<file path="src/rtl/arm_imm_encoder.sv">
// arm_imm_encoder: iterative search for the ARM data-processing immediate
// form {rotate_imm[3:0], immed_8[7:0]} of a 32-bit constant. One rotation
// is tried per clock. The smallest rotate_imm that fits is reported.
//
// Handshake: start is a request pulse that is sampled only in IDLE. busy is
// high from the accepted start until done. done is a one-cycle pulse. valid,
// shift_operand and inv are held from done until the next accepted start
// finishes.
//
// Optional feature macro: ARM_IMM_ENC_INV_EN. When it is defined and the
// plain search fails, a second pass searches ~value (MVN form) and flags a
// fit with inv=1. When it is undefined, inv is always 0.
module arm_imm_encoder #(
  parameter int MAX_ROT = 15,
  parameter int W       = 32
) (
  input  logic         clk,
  input  logic         rst_n,
  input  logic         start,
  input  logic [W-1:0] value,
  output logic         busy,
  output logic         done,
  output logic         valid,
  output logic [11:0]  shift_operand,
  output logic         inv,
  output logic [1:0]   dbg_state_o
);

  typedef enum logic [1:0] {
    IDLE   = 2'd0,
    SEARCH = 2'd1,
    DONE   = 2'd2
  } state_t;

  state_t         state_q;
  logic [W-1:0]   work_q;
  logic [3:0]     r_q;
  logic           busy_q;
  logic           done_q;
  logic           valid_q;
  logic [11:0]    so_q;
  logic           inv_q;
`ifdef ARM_IMM_ENC_INV_EN
  logic [W-1:0]   val_q;   // latched constant, reused for the inverted pass
  logic           pass_q;  // 0: plain search, 1: searching ~value
`endif

  logic [W-1:0]   work_rot_d;
  logic           fit_d;
  logic           last_rot_d;

  // The candidate fits when every bit above immed_8 is clear; the next
  // candidate is the work word rotated left by 2, with wraparound.
  always_comb begin
    work_rot_d = {work_q[W-3:0], work_q[W-1:W-2]};
    fit_d      = (work_q[W-1:8] == '0);
    last_rot_d = (r_q == 4'(MAX_ROT));
  end

  // Control FSM with registered outputs.
  always_ff @(posedge clk or negedge rst_n) begin
    if (!rst_n) begin
      state_q <= IDLE;
      work_q  <= '0;
      r_q     <= 4'd0;
      busy_q  <= 1'b0;
      done_q  <= 1'b0;
      valid_q <= 1'b0;
      so_q    <= 12'h000;
      inv_q   <= 1'b0;
`ifdef ARM_IMM_ENC_INV_EN
      val_q   <= '0;
      pass_q  <= 1'b0;
`endif
    end else begin
      done_q <= 1'b0;
      case (state_q)
        IDLE: begin
          if (start) begin
            work_q  <= value;
            r_q     <= 4'd0;
            busy_q  <= 1'b1;
            state_q <= SEARCH;
`ifdef ARM_IMM_ENC_INV_EN
            val_q   <= value;
            pass_q  <= 1'b0;
`endif
          end
        end
        SEARCH: begin
          if (fit_d) begin
            so_q    <= {r_q, work_q[7:0]};
            valid_q <= 1'b1;
`ifdef ARM_IMM_ENC_INV_EN
            inv_q   <= pass_q;
`else
            inv_q   <= 1'b0;
`endif
            state_q <= DONE;
          end else if (last_rot_d) begin
`ifdef ARM_IMM_ENC_INV_EN
            if (!pass_q) begin
              // Plain form exhausted: restart the search on ~value.
              work_q <= ~val_q;
              r_q    <= 4'd0;
              pass_q <= 1'b1;
            end else begin
              valid_q <= 1'b0;
              so_q    <= 12'h000;
              inv_q   <= 1'b0;
              state_q <= DONE;
            end
`else
            valid_q <= 1'b0;
            so_q    <= 12'h000;
            inv_q   <= 1'b0;
            state_q <= DONE;
`endif
          end else begin
            work_q <= work_rot_d;
            r_q    <= r_q + 4'd1;
          end
        end
        DONE: begin
          done_q  <= 1'b1;
          busy_q  <= 1'b0;
          state_q <= IDLE;
        end
        default: state_q <= IDLE;
      endcase
    end
  end

  assign busy          = busy_q;
  assign done          = done_q;
  assign valid         = valid_q;
  assign shift_operand = so_q;
  assign inv           = inv_q;
  assign dbg_state_o   = state_q;

endmodule

</file>
<file path="config.mk">
export PLATFORM = sky130hd
export DESIGN_NAME = arm_imm_encoder
export DESIGN_NICKNAME = d
export VERILOG_FILES = /design/src/rtl/arm_imm_encoder.sv
export SDC_FILE = /design/constraint.sdc
export NUM_CORES = 1
export LEC_CHECK = 0
export BUFFER_PORTS_ARGS = -buffer_cell sky130_fd_sc_hd__buf_2
export CORE_ASPECT_RATIO = 1.4
export CORE_MARGIN = 2
export CORE_UTILIZATION = 35
export DETAILED_ROUTE_END_ITERATION = 7
export PLACE_DENSITY_LB_ADDON = 0.3
export REMOVE_ABC_BUFFERS = 1
export SLEW_MARGIN = 15
export SYNTH_ARGS = -nofsm -noshare
export SYNTH_HDL_FRONTEND = slang
export SYNTH_SLANG_ARGS = --single-unit
</file>
<file path="constraint.sdc">
create_clock -name clk -period 2.6 [get_ports clk]
set_clock_uncertainty 0.1 [all_clocks]
set_input_delay 0.26 -clock clk [delete_from_list [all_inputs] [get_ports clk]]
set_output_delay 0.26 -clock clk [all_outputs]
set_load 0.01 [all_outputs]
</file>
* After elaboration in Yosys (flattened, before gate mapping)
Cells that the tools add are included.
** Operators by class
- Add/subtract/negate cells :: 1
- Equality and inequality tests :: 7
- Mux-type cells :: 20
- Reductions and logical operators :: 9
** Operators with widths (count)
- 2-to-1 mux 32 bit :: 3
- case mux 32 bit (2 select lines) :: 1
- logical NOT 24 bit :: 1
- 2-to-1 mux 12 bit :: 2
- 2-to-1 mux 4 bit :: 3
- case mux 4 bit (2 select lines) :: 1
- 2-to-1 mux 2 bit :: 3
- inequality test 2 bit, second input constant :: 3
- AND reduction 2 bit :: 3
- nonzero test 2 bit :: 3
- 2-to-1 mux 1 bit :: 5
- adder 4 x 1 -> 4 bit, second input constant :: 1
- equality test 4 bit, second input constant :: 1
- case mux 2 bit (2 select lines) :: 1
- AND reduction 4 bit :: 1
- inequality test 3 bit, second input constant :: 1
- equality test 2 x 1 -> 1 bit, second input constant :: 1
- equality test 2 bit, second input constant :: 1
- logical NOT 2 bit :: 1
- case mux 1 bit (2 select lines) :: 1
** Storage, ports and cells
- Register bits :: 54
- Input bits :: 35
- Output and inout port bits :: 18
- Word-level logic and storage cells :: 45

* Logic depth before layout (Yosys ltp)
- Depth after elaboration :: 4
- Mapped depth :: 8
- Gate-level depth less buffers :: 6

* Worst setup path after synthesis
OpenSTA, ideal clock, no wires.
- Path kind :: register -> register
- From :: reg r_q[0]
- To :: reg work_q[10]
- Library setup time :: 0.137 ns
- Data arrival time :: 1.760 ns
- Data required time :: 2.363 ns
- Path slack :: 0.602 ns
- Stages on the path, launching flop included :: 7
- Buffers on the path :: 2
- Period minus slack after synthesis :: 1.998 ns
- Cells stage by stage :: dfrtp_1 -> ha_1 -> and3_1 -> a211oi_1 -> clkbuf_1 -> clkbuf_1 -> a2bb2oi_1
** Between the ends
- Word-level cells in the longest chain between the ends :: 3
** Ends and longest elaborated chain
- start, declared :: RTL line 37 : logic [3:0] r_q;
- start signal, assigned :: RTL line 121 : r_q <= r_q + 4'd1;
- equality test 4 bit :: RTL line 57 : last_rot_d = (r_q == 4'(MAX_ROT));
- inequality test 2 bit (no source line)
- AND reduction 4 bit (no source line)
- end signal, assigned :: RTL line 80 : work_q <= value;
- end signal, assigned :: RTL line 120 : work_q <= work_rot_d;
- end, declared :: RTL line 36 : logic [W-1:0] work_q;
No other way between the ends.
A chain may end at the register's enable or synchronous reset.

* Worst setup path after layout
- From :: reg work_q[22]
- To :: reg work_q[24]
** Between the ends
- Word-level cells in the longest chain between the ends :: 3
- Elaborated cells on any way between the ends :: 6
- Classes of those cells :: 1 x eq/ne; 3 x mux; 2 x reduce/logical
** Ends and longest elaborated chain (RTL line)
- logical NOT 24 bit / 2-to-1 mux 32 bit (equally long branches) :: 56, 100
- inequality test 2 bit (no source line) / 2-to-1 mux 32 bit (equally long branches)
- AND reduction 4 bit (no source line) / case mux 32 bit (2 select lines) (equally long branches)
Parallel ways exist; a longest one is shown, timed or not. The select of a mux whose other input is x is not followed.

==> results.md <==
* Cell Area, Placed at 2600 sq um
* Routed WL at 5.31 mm
* Num CTS Buffers at 5
* Row Count at 34
* # diodes at 0
* CP Launch Point: work_q[22]
* Max cap viols at 0
* Vias at 1759
* CTS Sinks at 53
* WS Path Type: flip-flop to flip-flop
* Die area at 7110 sq um
* Hold Crit Class: primary input to flip-flop
* Largest net degree at the start of global routing at 34
* Core area at 6210 sq um
* Final setup vio count at 0
* Drt drc at 0
* CTS tree: done
* Root Buffer: clkbuf_8
* First-pass GRT wire length at 8.86 mm
* Sequential cell area fraction in the yosys report at 0.588
* Final Critical Period at 2.19 ns
* Initial Util at 0.363
* Share of cells above drive strength 1 at 0.310
* Vias/cell at 5.66
* Overall global routing resource usage at 0.159
* Slew Limit Fails at 0
* Worst Path Arrival at 2.27 ns
* Reg2reg start: work_q[22]
* Post-Layout Cell Count at 311
* Register bit total from synthesis at 53
* Number of DRC violations after detailed-routing iteration 0 at 110
* Synth-to-Final Area Change at 20.7%
* Gpl congestion at 0.752
* Fmax at 456 MHz
* Gate Count Post-Synth at 187
* Synth cell types at 33
* Leakage at 1.25 nW
* Smallest hold slack at 0.123 ns
* Hold Buf Count CTS at 1
* Ys Warns at 0
* R2R setup slack at 0.41 ns
* Post-CTS Setup Inserts at 0
* Worst-path clk slew at 0.10 ns
* Hold Violations, Final at 0
* Die height at 99.0 um
* WP data required at 2.67 ns
* PwrDens at 1190 nW/um^2
* NumNets Final at 274
* Vias in the first global route at 1786
* Hold path startpoint: start
* Clk buf depth at 2
* Peak VDD IR at 0.730 mV
* Cell count of the worst reg-to-reg path at 6
* Crit Path Max Fanout at 29
* Final period util at 0.844
* Port Buffer Count at 51
* Outcome: finished clean
* Ports at 53
* Unrepaired setup endpoints after global routing: no
* Detail Route Antenna Nets at 0
* Pre-Repair DR Iteration Count at 4
* Slew margin rel. at 0.655
* Cell Area, Synth at 2260 sq um
* Initial antenna violation count at 0
* Placed insts at 302
* WHS Path Cells at 3
* Crit end category: flip-flop
* GRT overflow at 0
* DP HPWL at 3.75 mm
* Die Wd at 71.9 um
* Routed wire per std cell at 17.1 um
* Post-Syn Area per Cell at 12.1 sq um
* CP startpoint kind: flip-flop
* Post_cts resized at 0
* Finished Cell Area at 2720 sq um
* Worst skew pair latency at 0.31 ns
* H-Tree Depth at 2
* Worst Tran Pin Value at 0.517 ns
==> synthesized netlist by cell type <==
cell | instances | area, sq um
dfrtp_1 | 53 | 1330
o22ai_1 | 29 | 181
a2bb2oi_1 | 28 | 245
a22o_1 | 13 | 114
clkbuf_1 | 10 | 37.5
nor4_1 | 6 | 37.5
nor2_1 | 5 | 18.8
mux2i_1 | 4 | 40.0
nand2_1 | 4 | 15.0
o2bb2ai_1 | 4 | 35.0
buf_2 | 3 | 15.0
inv_1 | 3 | 11.3
a21oi_1 | 2 | 10.0
buf_6 | 2 | 22.5
nand3_1 | 2 | 10.0
o21ai_0 | 2 | 10.0
a211o_1 | 1 | 8.76
a211oi_1 | 1 | 7.51
a21o_1 | 1 | 7.51
and3_1 | 1 | 6.26
buf_4 | 1 | 7.51
conb_1 | 1 | 3.75
ha_1 | 1 | 12.5
inv_2 | 1 | 3.75
mux2_2 | 1 | 11.3
nand2b_1 | 1 | 6.26
nand2b_2 | 1 | 8.76
nand4_1 | 1 | 6.26
nor2b_1 | 1 | 6.26
nor3_2 | 1 | 10.0
o211ai_1 | 1 | 7.51
o21ai_1 | 1 | 5.00
or4_1 | 1 | 7.51
==> state kept, by name, summed over array words and instances, names as in the netlist <==
name	count
done	1
shift_operand	12
busy	1
valid	1
dbg_state_o	2
work_q	32
r_q	4
==> area by class of cell <==
class	instances	area, sq um
timing repair buffer	60	325
clock buffer	5	68.8
sequential	53	1330
multi-input combinational	114	851
inverter	4	15.0
tap	72	90.1
clock inverter	3	46.3
fill	605	3490
==> worst max-delay path, stage by stage, from the launching register on <==
cell and delay [ns]:
dfrtp_1 0.42, nor4_1 0.37, nand4_1 0.26, nor3_2 0.24, nand2b_2 0.23, inv_2 0.23
a2bb2oi_1 0.20
==> logic make-up (layout without fill, tap and decap cells) <==
family | Yosys count | after routing | synth area share
compound gates | 83 | 83 | 0.280
flops | 53 | 53 | 0.588
simple gates | 24 | 24 | 0.0588
buf+inv | 20 | 72 | 0.0433
mux | 5 | 5 | 0.0227
fa+ha+maj | 1 | 1 | 0.00555
other cells | 1 | 1 | 0.00166
==> per-stage QoR <==
step / util / setup TNS (ns) / total power [mW] / worst slack, ns
6_report: 0.438 / 0 / 3.24 / 0.407
3_3_place_gp: 0.418 / 0 / 2.66 / 0.460
5_1_grt: 0.438 / 0 / 3.48 / 0.206
3_5_place_dp: 0.418 / 0 / 2.70 / 0.413
4_1_cts: 0.438 / 0 / 3.26 / 0.389
2_1_floorplan: - / -34.41 / 2.29 / -0.925
==> cell usage in the layout, fill, tap and decap left out, drive strengths merged, types with 2 or more instances in the layout <==
cell     count
dfrtp       53
mux2i        4
a22o        13
nand2        4
buf         59
o21ai        3
nand3        2
inv          4
clkbuf       5
nor4         6
o2bb2ai      4
nand2b       2
o22ai       29
a2bb2oi     28
nor2         5
a21oi        2
==> power breakdown <==
| group | internal, mW | switching, mW |
|---|---|---|
| registers | 1.13 | 0.273 |
| logic | 0.638 | 0.635 |
| clock network | 0.288 | 0.279 |
| total | 2.06 | 1.19 |
==> path summary, 6_finish.rpt <==
| kind | to |
|---|---|
| hold / removal | busy |
| setup reg to reg | work_q[24] |
| min in group asynchronous | work_q[18] |
| setup / recovery | work_q[24] |
| max in group asynchronous | work_q[23] |
| hold reg to reg | valid |
==> metal layers <==
metal  track usage  share of wire  up-vias
met1         0.211           0.44      873
met2         0.259           0.51       40
li1              -              -      840
met3        0.0307          0.035        6
met4        0.0552          0.014        0
met5             0              0        -
No activity file was read; power rests on OpenSTA's default activity.
